$ cat src/rtl/seg_scan_drv_pkg.sv
// Shared glyph codes, segment patterns and the glyph-to-segment decoder for the
// multiplexed 8-digit seven-segment display. Also imported by the game controller.
package seg_scan_drv_pkg;

   localparam int unsigned NUM_DIGITS = 8;

   typedef logic [5:0] glyph_t;
   // Segment order {dp,g,f,e,d,c,b,a}, active-low.
   typedef logic [7:0] seg_t;

   typedef enum logic {
      PhaseOn  = 1'b0,
      PhaseOff = 1'b1
   } blink_phase_e;

   // Glyph codes driven by the game controller.
   localparam glyph_t GLYPH_DASH    = 6'b111111;
   localparam glyph_t GLYPH_ONE_ALT = 6'b000011;
   localparam glyph_t GLYPH_TWO_ALT = 6'b000101;
   localparam glyph_t GLYPH_P       = 6'b010101;
   localparam glyph_t GLYPH_S       = 6'b011011;
   localparam glyph_t GLYPH_U       = 6'b011111;
   localparam glyph_t GLYPH_U_ALT   = 6'b011110;
   localparam glyph_t GLYPH_E       = 6'b011101;
   localparam glyph_t GLYPH_G       = 6'b001101;
   localparam glyph_t GLYPH_C_LO    = 6'b011001;
   localparam glyph_t GLYPH_B_LO    = 6'b010111;

   // Decimal digit v is carried as {0, v, 0}.
   function automatic glyph_t glyph_digit(input logic [3:0] v);
      return {1'b0, v, 1'b0};
   endfunction

   // Segment patterns, active-low, dp always off.
   localparam seg_t SEG_OFF  = 8'hFF;
   localparam seg_t SEG_DASH = 8'hBF;
   localparam seg_t SEG_0    = 8'hC0;
   localparam seg_t SEG_1    = 8'hF9;
   localparam seg_t SEG_2    = 8'hA4;
   localparam seg_t SEG_3    = 8'hB0;
   localparam seg_t SEG_4    = 8'h99;
   localparam seg_t SEG_5    = 8'h92;
   localparam seg_t SEG_6    = 8'h82;
   localparam seg_t SEG_7    = 8'hF8;
   localparam seg_t SEG_8    = 8'h80;
   localparam seg_t SEG_9    = 8'h90;
   localparam seg_t SEG_P    = 8'h8C;
   localparam seg_t SEG_S    = 8'h92;
   localparam seg_t SEG_U    = 8'hC1;
   localparam seg_t SEG_E    = 8'h86;
   localparam seg_t SEG_G    = 8'hC2;
   localparam seg_t SEG_C_LO = 8'hA7;
   localparam seg_t SEG_B_LO = 8'h83;

   function automatic seg_t digit_seg(input logic [3:0] v);
      seg_t r;
      case (v)
         4'd0:    r = SEG_0;
         4'd1:    r = SEG_1;
         4'd2:    r = SEG_2;
         4'd3:    r = SEG_3;
         4'd4:    r = SEG_4;
         4'd5:    r = SEG_5;
         4'd6:    r = SEG_6;
         4'd7:    r = SEG_7;
         4'd8:    r = SEG_8;
         4'd9:    r = SEG_9;
         default: r = SEG_OFF;
      endcase
      return r;
   endfunction

   // Unknown codes blank the digit rather than showing garbage.
   function automatic seg_t glyph_decode(input glyph_t code);
      seg_t r;
      if (!code[5] && !code[0] && (code[4:1] <= 4'd9)) begin
         r = digit_seg(code[4:1]);
      end else begin
         case (code)
            GLYPH_ONE_ALT:          r = SEG_1;
            GLYPH_TWO_ALT:          r = SEG_2;
            GLYPH_P:                r = SEG_P;
            GLYPH_S:                r = SEG_S;
            GLYPH_U, GLYPH_U_ALT:   r = SEG_U;
            GLYPH_E:                r = SEG_E;
            GLYPH_G:                r = SEG_G;
            GLYPH_C_LO:             r = SEG_C_LO;
            GLYPH_B_LO:             r = SEG_B_LO;
            GLYPH_DASH:             r = SEG_DASH;
            default:                r = SEG_OFF;
         endcase
      end
      // Decimal point is never lit.
      return r | 8'h80;
   endfunction

endpackage

$ cat src/rtl/seg_scan_drv_tick_gen.sv
// Modulo-MODULUS counter with a single-cycle terminal-count pulse.
// i_clr has priority and returns the count to zero.
module seg_scan_drv_tick_gen #(
   parameter int unsigned MODULUS = 4
) (
   input  logic clock,
   input  logic reset,
   input  logic i_en,
   input  logic i_clr,
   output logic o_tick
);

   localparam int unsigned CW = (MODULUS > 1) ? $clog2(MODULUS) : 1;
   localparam logic [CW-1:0] LAST = CW'(MODULUS - 1);

   logic [CW-1:0] r_count;

   assign o_tick = i_en & ~i_clr & (r_count == LAST);

   // Count while enabled, wrap at terminal count, clear on request.
   always_ff @(posedge clock or posedge reset) begin
      if (reset) begin
         r_count <= '0;
      end else if (i_clr) begin
         r_count <= '0;
      end else if (i_en) begin
         r_count <= o_tick ? '0 : r_count + CW'(1);
      end
   end

endmodule

$ cat src/rtl/seg_scan_drv.sv
// Time-multiplexed scan driver for an 8-digit common-anode seven-segment display,
// with frame-buffered glyphs (no mid-frame tearing) and whole-display blinking.
module seg_scan_drv
   import seg_scan_drv_pkg::*;
#(
   parameter int unsigned DIGIT_TICKS = 100000,
   parameter int unsigned BLINK_TICKS = 25000000
) (
   input  logic       clock,
   input  logic       reset,
   input  logic [5:0] d1,
   input  logic [5:0] d2,
   input  logic [5:0] d3,
   input  logic [5:0] d4,
   input  logic [5:0] d5,
   input  logic [5:0] d6,
   input  logic [5:0] d7,
   input  logic [5:0] d8,
   input  logic       blink_en,
   output logic [7:0] an,
   output logic [7:0] seg
);

   logic         w_scan_tick;
   logic         w_blink_tick;
   logic         w_snapshot;
   glyph_t       w_digits  [NUM_DIGITS];
   glyph_t       w_frame_d [NUM_DIGITS];
   logic [2:0]   w_idx_d;
   logic         w_live_d;
   blink_phase_e w_phase_d;
   logic [7:0]   w_an_d;
   seg_t         w_seg_d;

   glyph_t       r_frame [NUM_DIGITS];
   logic [2:0]   r_idx;
   logic         r_live;
   blink_phase_e r_phase;
   logic [7:0]   r_an;
   seg_t         r_seg;

   assign w_digits[0] = d1;
   assign w_digits[1] = d2;
   assign w_digits[2] = d3;
   assign w_digits[3] = d4;
   assign w_digits[4] = d5;
   assign w_digits[5] = d6;
   assign w_digits[6] = d7;
   assign w_digits[7] = d8;

   seg_scan_drv_tick_gen #(
      .MODULUS (DIGIT_TICKS)
   ) u_scan_tick (
      .clock  (clock),
      .reset  (reset),
      .i_en   (1'b1),
      .i_clr  (1'b0),
      .o_tick (w_scan_tick)
   );

   // Blink timing restarts from zero every time blinking is (re)enabled.
   seg_scan_drv_tick_gen #(
      .MODULUS (BLINK_TICKS)
   ) u_blink_tick (
      .clock  (clock),
      .reset  (reset),
      .i_en   (blink_en),
      .i_clr  (~blink_en),
      .o_tick (w_blink_tick)
   );

   // r_live stays low until the first scan tick after reset, so that tick only moves
   // idx 7->0 and the first snapshot lands at the end of the first full frame.
   assign w_snapshot = w_scan_tick & r_live & (r_idx == 3'd7);

   // Next-state for scan position, frame buffer, blink phase and the output registers.
   always_comb begin
      w_idx_d   = r_idx;
      w_live_d  = r_live | w_scan_tick;
      w_frame_d = r_frame;
      w_phase_d = r_phase;
      if (w_scan_tick) begin
         w_idx_d = r_idx + 3'd1;
      end
      if (w_snapshot) begin
         w_frame_d = w_digits;
      end
      if (!blink_en) begin
         w_phase_d = PhaseOn;
      end else if (w_blink_tick) begin
         w_phase_d = (r_phase == PhaseOn) ? PhaseOff : PhaseOn;
      end
      // Outputs are computed from next state so they line up with the new idx.
      if (!w_live_d || (w_phase_d == PhaseOff)) begin
         w_an_d = 8'hFF;
      end else begin
         w_an_d = ~(8'h01 << w_idx_d);
      end
      w_seg_d = w_live_d ? glyph_decode(w_frame_d[w_idx_d]) : SEG_OFF;
   end

   // All scan/blink state and the registered an/seg outputs.
   always_ff @(posedge clock or posedge reset) begin
      if (reset) begin
         r_idx   <= 3'd7;
         r_live  <= 1'b0;
         r_phase <= PhaseOn;
         r_an    <= 8'hFF;
         r_seg   <= SEG_OFF;
         for (int unsigned i = 0; i < NUM_DIGITS; i++) begin
            r_frame[i] <= GLYPH_DASH;
         end
      end else begin
         r_idx   <= w_idx_d;
         r_live  <= w_live_d;
         r_phase <= w_phase_d;
         r_an    <= w_an_d;
         r_seg   <= w_seg_d;
         r_frame <= w_frame_d;
      end
   end

   assign an  = r_an;
   assign seg = r_seg;

endmodule

$ cat config.mk
export PLATFORM = sky130hd
export DESIGN_NAME = seg_scan_drv
export DESIGN_NICKNAME = d
export VERILOG_FILES = /design/src/rtl/seg_scan_drv_pkg.sv /design/src/rtl/seg_scan_drv_tick_gen.sv /design/src/rtl/seg_scan_drv.sv
export SDC_FILE = /design/constraint.sdc
export NUM_CORES = 1
export LEC_CHECK = 0
export ABC_AREA = 1
export ABC_CLOCK_PERIOD_IN_PS = 3500
export BUFFER_PORTS_ARGS = -buffer_cell sky130_fd_sc_hd__buf_2
export CORE_ASPECT_RATIO = 0.6
export CORE_UTILIZATION = 45
export CTS_CLUSTER_DIAMETER = 120
export DETAILED_ROUTE_END_ITERATION = 8
export HOLD_SLACK_MARGIN = 0.06
export PLACE_DENSITY = 0.61
export SKIP_CTS_REPAIR_TIMING = 1
export SLEW_MARGIN = 30
export SYNTH_ARGS = -nofsm -noshare
export SYNTH_HDL_FRONTEND = slang
export SYNTH_SLANG_ARGS = --single-unit
$ cat constraint.sdc
create_clock -name clock -period 3.5 [get_ports clock]
set_input_delay 0.175 -clock clock [delete_from_list [all_inputs] [get_ports clock]]
set_output_delay 0.175 -clock clock [all_outputs]
set_load 0.03 [all_outputs]
# == Yosys cells after proc, flatten, opt, wreduce, memory -nomap -nowiden ==
# Memories as Yosys holds them, arrays and structs flattened.
# Index checks and enable logic that the tools add are counted.
# word_totals
regBits,111
mem_bits_ro,112
in_bits,51
out_inout_bits,16
wordCells,64
memories,1
# op_classes
n_addsub,3
order_cmp,2
n_eq_ne,14
n_shift,1
mux,15
bitwise_logic,6
reduce_logical,7
# mem_list
memory,depth,word_bits,rd,rd_ports_with_merged_regs,wr,line_no,source
(no name shown),16,7,1,0,0,seg_scan_drv_pkg.sv:57,case (v)
# op_table
operator,n
one-hot mux 7 bit (10 select lines),1
2-to-1 mux 25 bit,2
2-to-1 mux 48 bit,1
"== test 6 x 5 -> 1 bit, second input constant",7
"adder 25 x 1 -> 25 bit, second input constant",1
"== test 25 bit, second input constant",1
binary-select mux 6 bit (select 3 bit),1
"adder 17 x 1 -> 17 bit, second input constant",1
"== test 17 bit, second input constant",1
2-to-1 mux 17 bit,1
2-to-1 mux 7 bit,2
2-to-1 mux 6 bit,2
2-to-1 mux 8 bit,1
inverter 8 bit,1
"left shift 1 x 3 -> 8 bit, first input constant",1
"== test 6 x 2 -> 1 bit, second input constant",1
"== test 6 x 3 -> 1 bit, second input constant",1
"== test 6 x 4 -> 1 bit, second input constant",1
"== test 6 bit, second input constant",1
">= comparator 4 bit, second input constant",1
"<= comparator 4 bit, second input constant",1
inverter 3 -> 4 bit,1
"adder 3 x 1 -> 3 bit, second input constant",1
AND 1 bit,3
other kinds (8),13

# == Longest topological paths before layout ==
# depth
word_depth,12
depth_mapped,25
mapped_depth_nobuf,23

# == Modules after synthesis ==
# Synthesis repeated with hierarchy kept, for this count alone.
# unflattened
hier_cells,999
hier_area_um2,7125.6
# by_module_without_submodules
module,instances,cells_each,area_each_um2,seq_area_each_um2
seg_scan_drv,1,595,4179.0,1784.2
seg_scan_drv_tick_gen (u_blink_tick),1,230,1789.2,625.6
seg_scan_drv_tick_gen (u_scan_tick),1,174,1157.4,425.4

# == Worst setup path after synthesis ==
# OpenSTA, ideal clock, no wires.
# synth_timing
path_type,register to register
start,register r_idx[0]
end,register r_seg[2] (netlist: seg[2])
t_arrival_ns,2.816
setup_slack_ns,0.624
path_stages_with_launch,24
n_path_buf,1
period_less_slack_ns,2.876
path_cell_list,dfstp_2 > ha_1 > ha_1 > nand2_1 > clkinv_1 > nand4_4 > buf_2 > nand2_1 > nand2_1 > nor2_1 > nor2_1 > nand3_1 > nand2_2 > ha_1 > inv_1 > nor2_2 > nor2_1 > o21ai_1 > nand2_2 > inv_2 > o21ai_1 > nand2_1 > inv_1 > nand2_1
# synth_between
elab_chain_cells,11
# synth_lines
element,line_no,source
"start, declared",seg_scan_drv.sv:36,logic [2:0] r_idx;
"start signal, assigned",seg_scan_drv.sv:114,r_idx <= w_idx_d;
adder 3 x 1 -> 3 bit / == test 3 bit (equally long branches),"seg_scan_drv.sv:83, seg_scan_drv.sv:74",
2-to-1 mux 3 bit / AND 1 bit (equally long branches),"seg_scan_drv.sv:82, seg_scan_drv.sv:74",
inverter 3 -> 4 bit (not written as such) / 2-to-1 mux 48 bit (equally long branches),"seg_scan_drv.sv:99, seg_scan_drv.sv:85",
binary-select mux 6 bit (select 3 bit) (*),seg_scan_drv.sv:99,w_seg_d = w_live_d ? glyph_decode(w_frame_d[w_idx_d]) : SEG_OFF;
2-to-1 mux 6 bit (not written as such) (*) (2 in series),seg_scan_drv.sv:99,
== test 6 x 5 -> 1 bit / zero test 1 bit (equally long branches),"seg_scan_drv_pkg.sv:79, seg_scan_drv_pkg.sv:76",
OR reduction 2 bit / logical AND 1 bit (equally long branches),"seg_scan_drv_pkg.sv:79, seg_scan_drv_pkg.sv:76",
one-hot mux 7 bit (10 select lines) / logical AND 1 bit (equally long branches),"seg_scan_drv_pkg.sv:79, seg_scan_drv_pkg.sv:76",
2-to-1 mux 7 bit (*),seg_scan_drv_pkg.sv:76,if (!code[5] && !code[0] && (code[4:1] <= 4'd9)) begin
2-to-1 mux 7 bit (*),seg_scan_drv.sv:99,
via w_seg_d[2],seg_scan_drv.sv:33,seg_t w_seg_d;
"end signal, assigned",seg_scan_drv.sv:118,r_seg <= w_seg_d;
"end, declared",seg_scan_drv.sv:40,seg_t r_seg;
# The timed path passes the listed nets; every way through them passes the cells marked *. The select of a mux whose other input is x is not followed.

# == Final worst setup path ==
# layout_timing
start,register r_idx[1]
end,register r_seg[2] (netlist: seg[2])
# Same word-level chain as after synthesis.

==> results.tsv <==
metric	value	unit
syn_nets	984	
Design Power	2.327	mW
final setup fails	0	
Util after Layout	52.23	%
register area share after synthesis	42.49	%
Clk pwr share	41.5	%
post-synth top area cell	dfstp_2	
RSZ-0062 raised after global routing	no	
synthesized area per cell	7.221	sq um
Post-synth ARST share	100.0	%
worst skew pair latency	0.35	ns
largest net degree at the start of global routing	60	
synth cell count leaders	217 x inv_1, 205 x nand2_1, 113 x nor2_1, 66 x dfstp_2, 52 x nand3_1	
Cell Rows	34	
Nets	1060	
largest cells by area after synthesis	dfstp_2 26%, dfrtp_1 17%, inv_1 12%	
1st-iter DRT viols	364	
fill count	1448	
Sink Count	110	
Residual DRC	0	
pwr dens	308.0	mW/mm^2
I/O Pins	67	
sequential share of power	55.0	%
Die H	96.33	um
Core Area	0.01446	sq mm
vias in the first global route	5141	
P&R area growth vs syn	13.22	%
crit end category	flip-flop	
port bufs	65	
Fin. Hold Viols	0	
max cap viols	0	
Synth Cell Area	0.006673	sq mm
Final HPWL DP	11430	um
initial antenna violation count	0	
achievable clock frequency	316.3	MHz
Multi-input gate area	0.002877	sq mm
Period minus WS final	3.161	ns
share of the synthesized area in the top cell type	25.99	%
gr ovfl total	0	
clk buf depth	2	
Netlist cell types	45	
Crit path required time	3.79	ns
Seq cells post-synth	110	
Root Buffer	clkbuf_16	
die area	0.01534	sq mm
initial core utilization	46.13	%
All-Layer GR Usage	21.76	%
Syn Inst Count	924	
YS warnings	0	
Pins Over Slew Limit	0	
layout cells sized above 1	23.38	%
TritonCTS buffer count	9	
Worst-Margin Slew	0.7228	ns
P_leak	4.114	nW
drt pass-1 iters	5	
Max FO, Critical Path	24	
Slew HR	51.81	%
count leader, synth	inv_1	
slowest stage cell, crit path	dfstp_2	
# diodes	0	
Setup TNS	0	ns
Int Power	1.789	mW
status	completed	
clock-pin slew on the worst setup and hold paths	0.08	ns
Gate power share	3.5	%
CTS tree	done	
crit path kind	reg2reg	
Main synth FF type	dfstp_2	
ANT nets after route	0	
CP cell instances	ha_1 > ha_1 > nand2_2 > clkinv_1 > buf_4 > nand4_1 > nand2_1 > nor2_1 > nor2_1 > nand3_1 > nand2_2 > ha_1 > inv_1 > nor2_2 > nor2_1 > o21ai_1 > nand2_2 > inv_2 > o21ai_1 > nand2_1 > inv_1 > nand2_1	
Arr. time, crit path	3.45	ns
Largest stage delay, worst path	0.57	ns
FF/Latch Area	0.002835	sq mm
number of vias in the routed layout	5592	
crit path launch type	flip-flop	
Switch Pwr	0.5383	mW
routability cong.	0.8339	
Final period util	90.32	%
first-pass GRT wire length	26000	um
Switching Fraction	23.13	%
worst vdd ir	0.0002843	V
number of flops mapped to enable cells by yosys	0	
Setup Skew	0.008442	ns
H-Tree Depth	3	
DRT Wirelength	15510	um
via/cell ratio	4.648	
Chip Width	159.2	um
Hold Crit Class	in2reg	
drt wl/cell	12.89	um
[metal layers]
layer | track usage, % | part of all wire (%)
met5 | 0 | 0
met4 | 5.048 | 1.0
met3 | 4.524 | 5.4
met2 | 29.71 | 37
met1 | 34.15 | 57
[final timing paths]
path	cells after the start	startpoint	slack (ns)	end
worst max-delay path	22	r_idx[1]	0.34	seg[2]
worst min-delay path	3	d8[4]	0.05	r_frame[4]
worst max register to register	22	r_idx[1]	0.34	seg[2]
worst min register to register	2	r_frame[4]	0.48	r_frame[4]
max in group asynchronous	4	reset	2.12	r_frame[0]
min in group asynchronous	3	reset	0.49	u_blink_tick.r_count[3]
[critical path, delay by kind of cell (launching register included)]
family	cells	cell delay [ns]
AOI/OAI and AO/OA	2	0.15
DFF	1	0.57
adders and majority gates	3	0.48
and+or+nand+nor	12	1.29
buffers and inverters	5	0.58
[per-stage QoR]
step / hold WS (ns) / std cells / area (sq um) / worst slack, ns
after detailed placement: 0.3535 / 1181 / 7221 / 0.3117
after floorplan: 0.2859 / 924 / 6673 / 0.5319
after global placement: 0.3533 / 1181 / 7221 / 0.3241
after global routing: 0.06272 / 1203 / 7555 / 0.03744
final: 0.04765 / 1203 / 7555 / 0.3387
after CTS: -0.01735 / 1197 / 7488 / 0.2920
[power groups by stage]
stage          clock [mW]  sequential (mW)  combinational (mW)
2_1_floorplan           0             1.30              0.0388
3_3_place_gp            0             1.30              0.0835
6_report            0.966             1.28              0.0822
3_5_place_dp            0             1.30              0.0840
4_1_cts             0.996             1.28              0.0845
5_1_grt              1.04             1.28              0.0954
[sequential cells by signal, indices dropped and copies added (netlist names)]
| signal | cells |
|---|---|
| r_frame | 48 |
| u_blink_tick.r_count | 25 |
| u_scan_tick.r_count | 17 |
| an | 8 |
| seg | 7 |
| r_idx | 3 |
| r_live | 1 |
| r_phase | 1 |
[area by class of cell]
class                           count  area share (%)
Multi-Input combinational cell    572           38.08
Clock buffer                       10           3.031
Tap cell                          198           3.279
Inverter                          223           11.13
Sequential cell                   110           37.53
Clock inverter                      6          0.5134
Timing Repair Buffer               84           6.443
[placed cells by master (no fill, tap or decap), types with 4 or more instances in the layout]
cell type  count
dfstp_2       66
dfrtp_1       44
nand2_4        6
nand3_2        5
nand2_2       27
nor4_1         4
inv_2          4
buf_2         65
nand4_1       34
xor2_1         4
inv_1        216
o21ai_1        7
nor2_4         5
nor3_1        18
nand3_1       52
buf_4         16
clkbuf_16      9
nor2_2        13
a21oi_1       23
nand2_1      204
ha_1           9
nor2_1       113
o21ai_0       20
[kinds of logic after synthesis]
| logic type | Yosys count | share of synthesized area [%] |
|---|---|---|
| xor gates and xnor gates | 6 | 0.7875 |
| other | 1 | 0.05620 |
| AOI/OAI and AO/OA | 61 | 5.025 |
| and+or+nand+nor | 495 | 35.51 |
| buffers and inverters | 242 | 14.44 |
| adders and majority gates | 9 | 1.688 |
| DFF | 110 | 42.49 |
No activity file was read; power rests on OpenSTA's default activity.
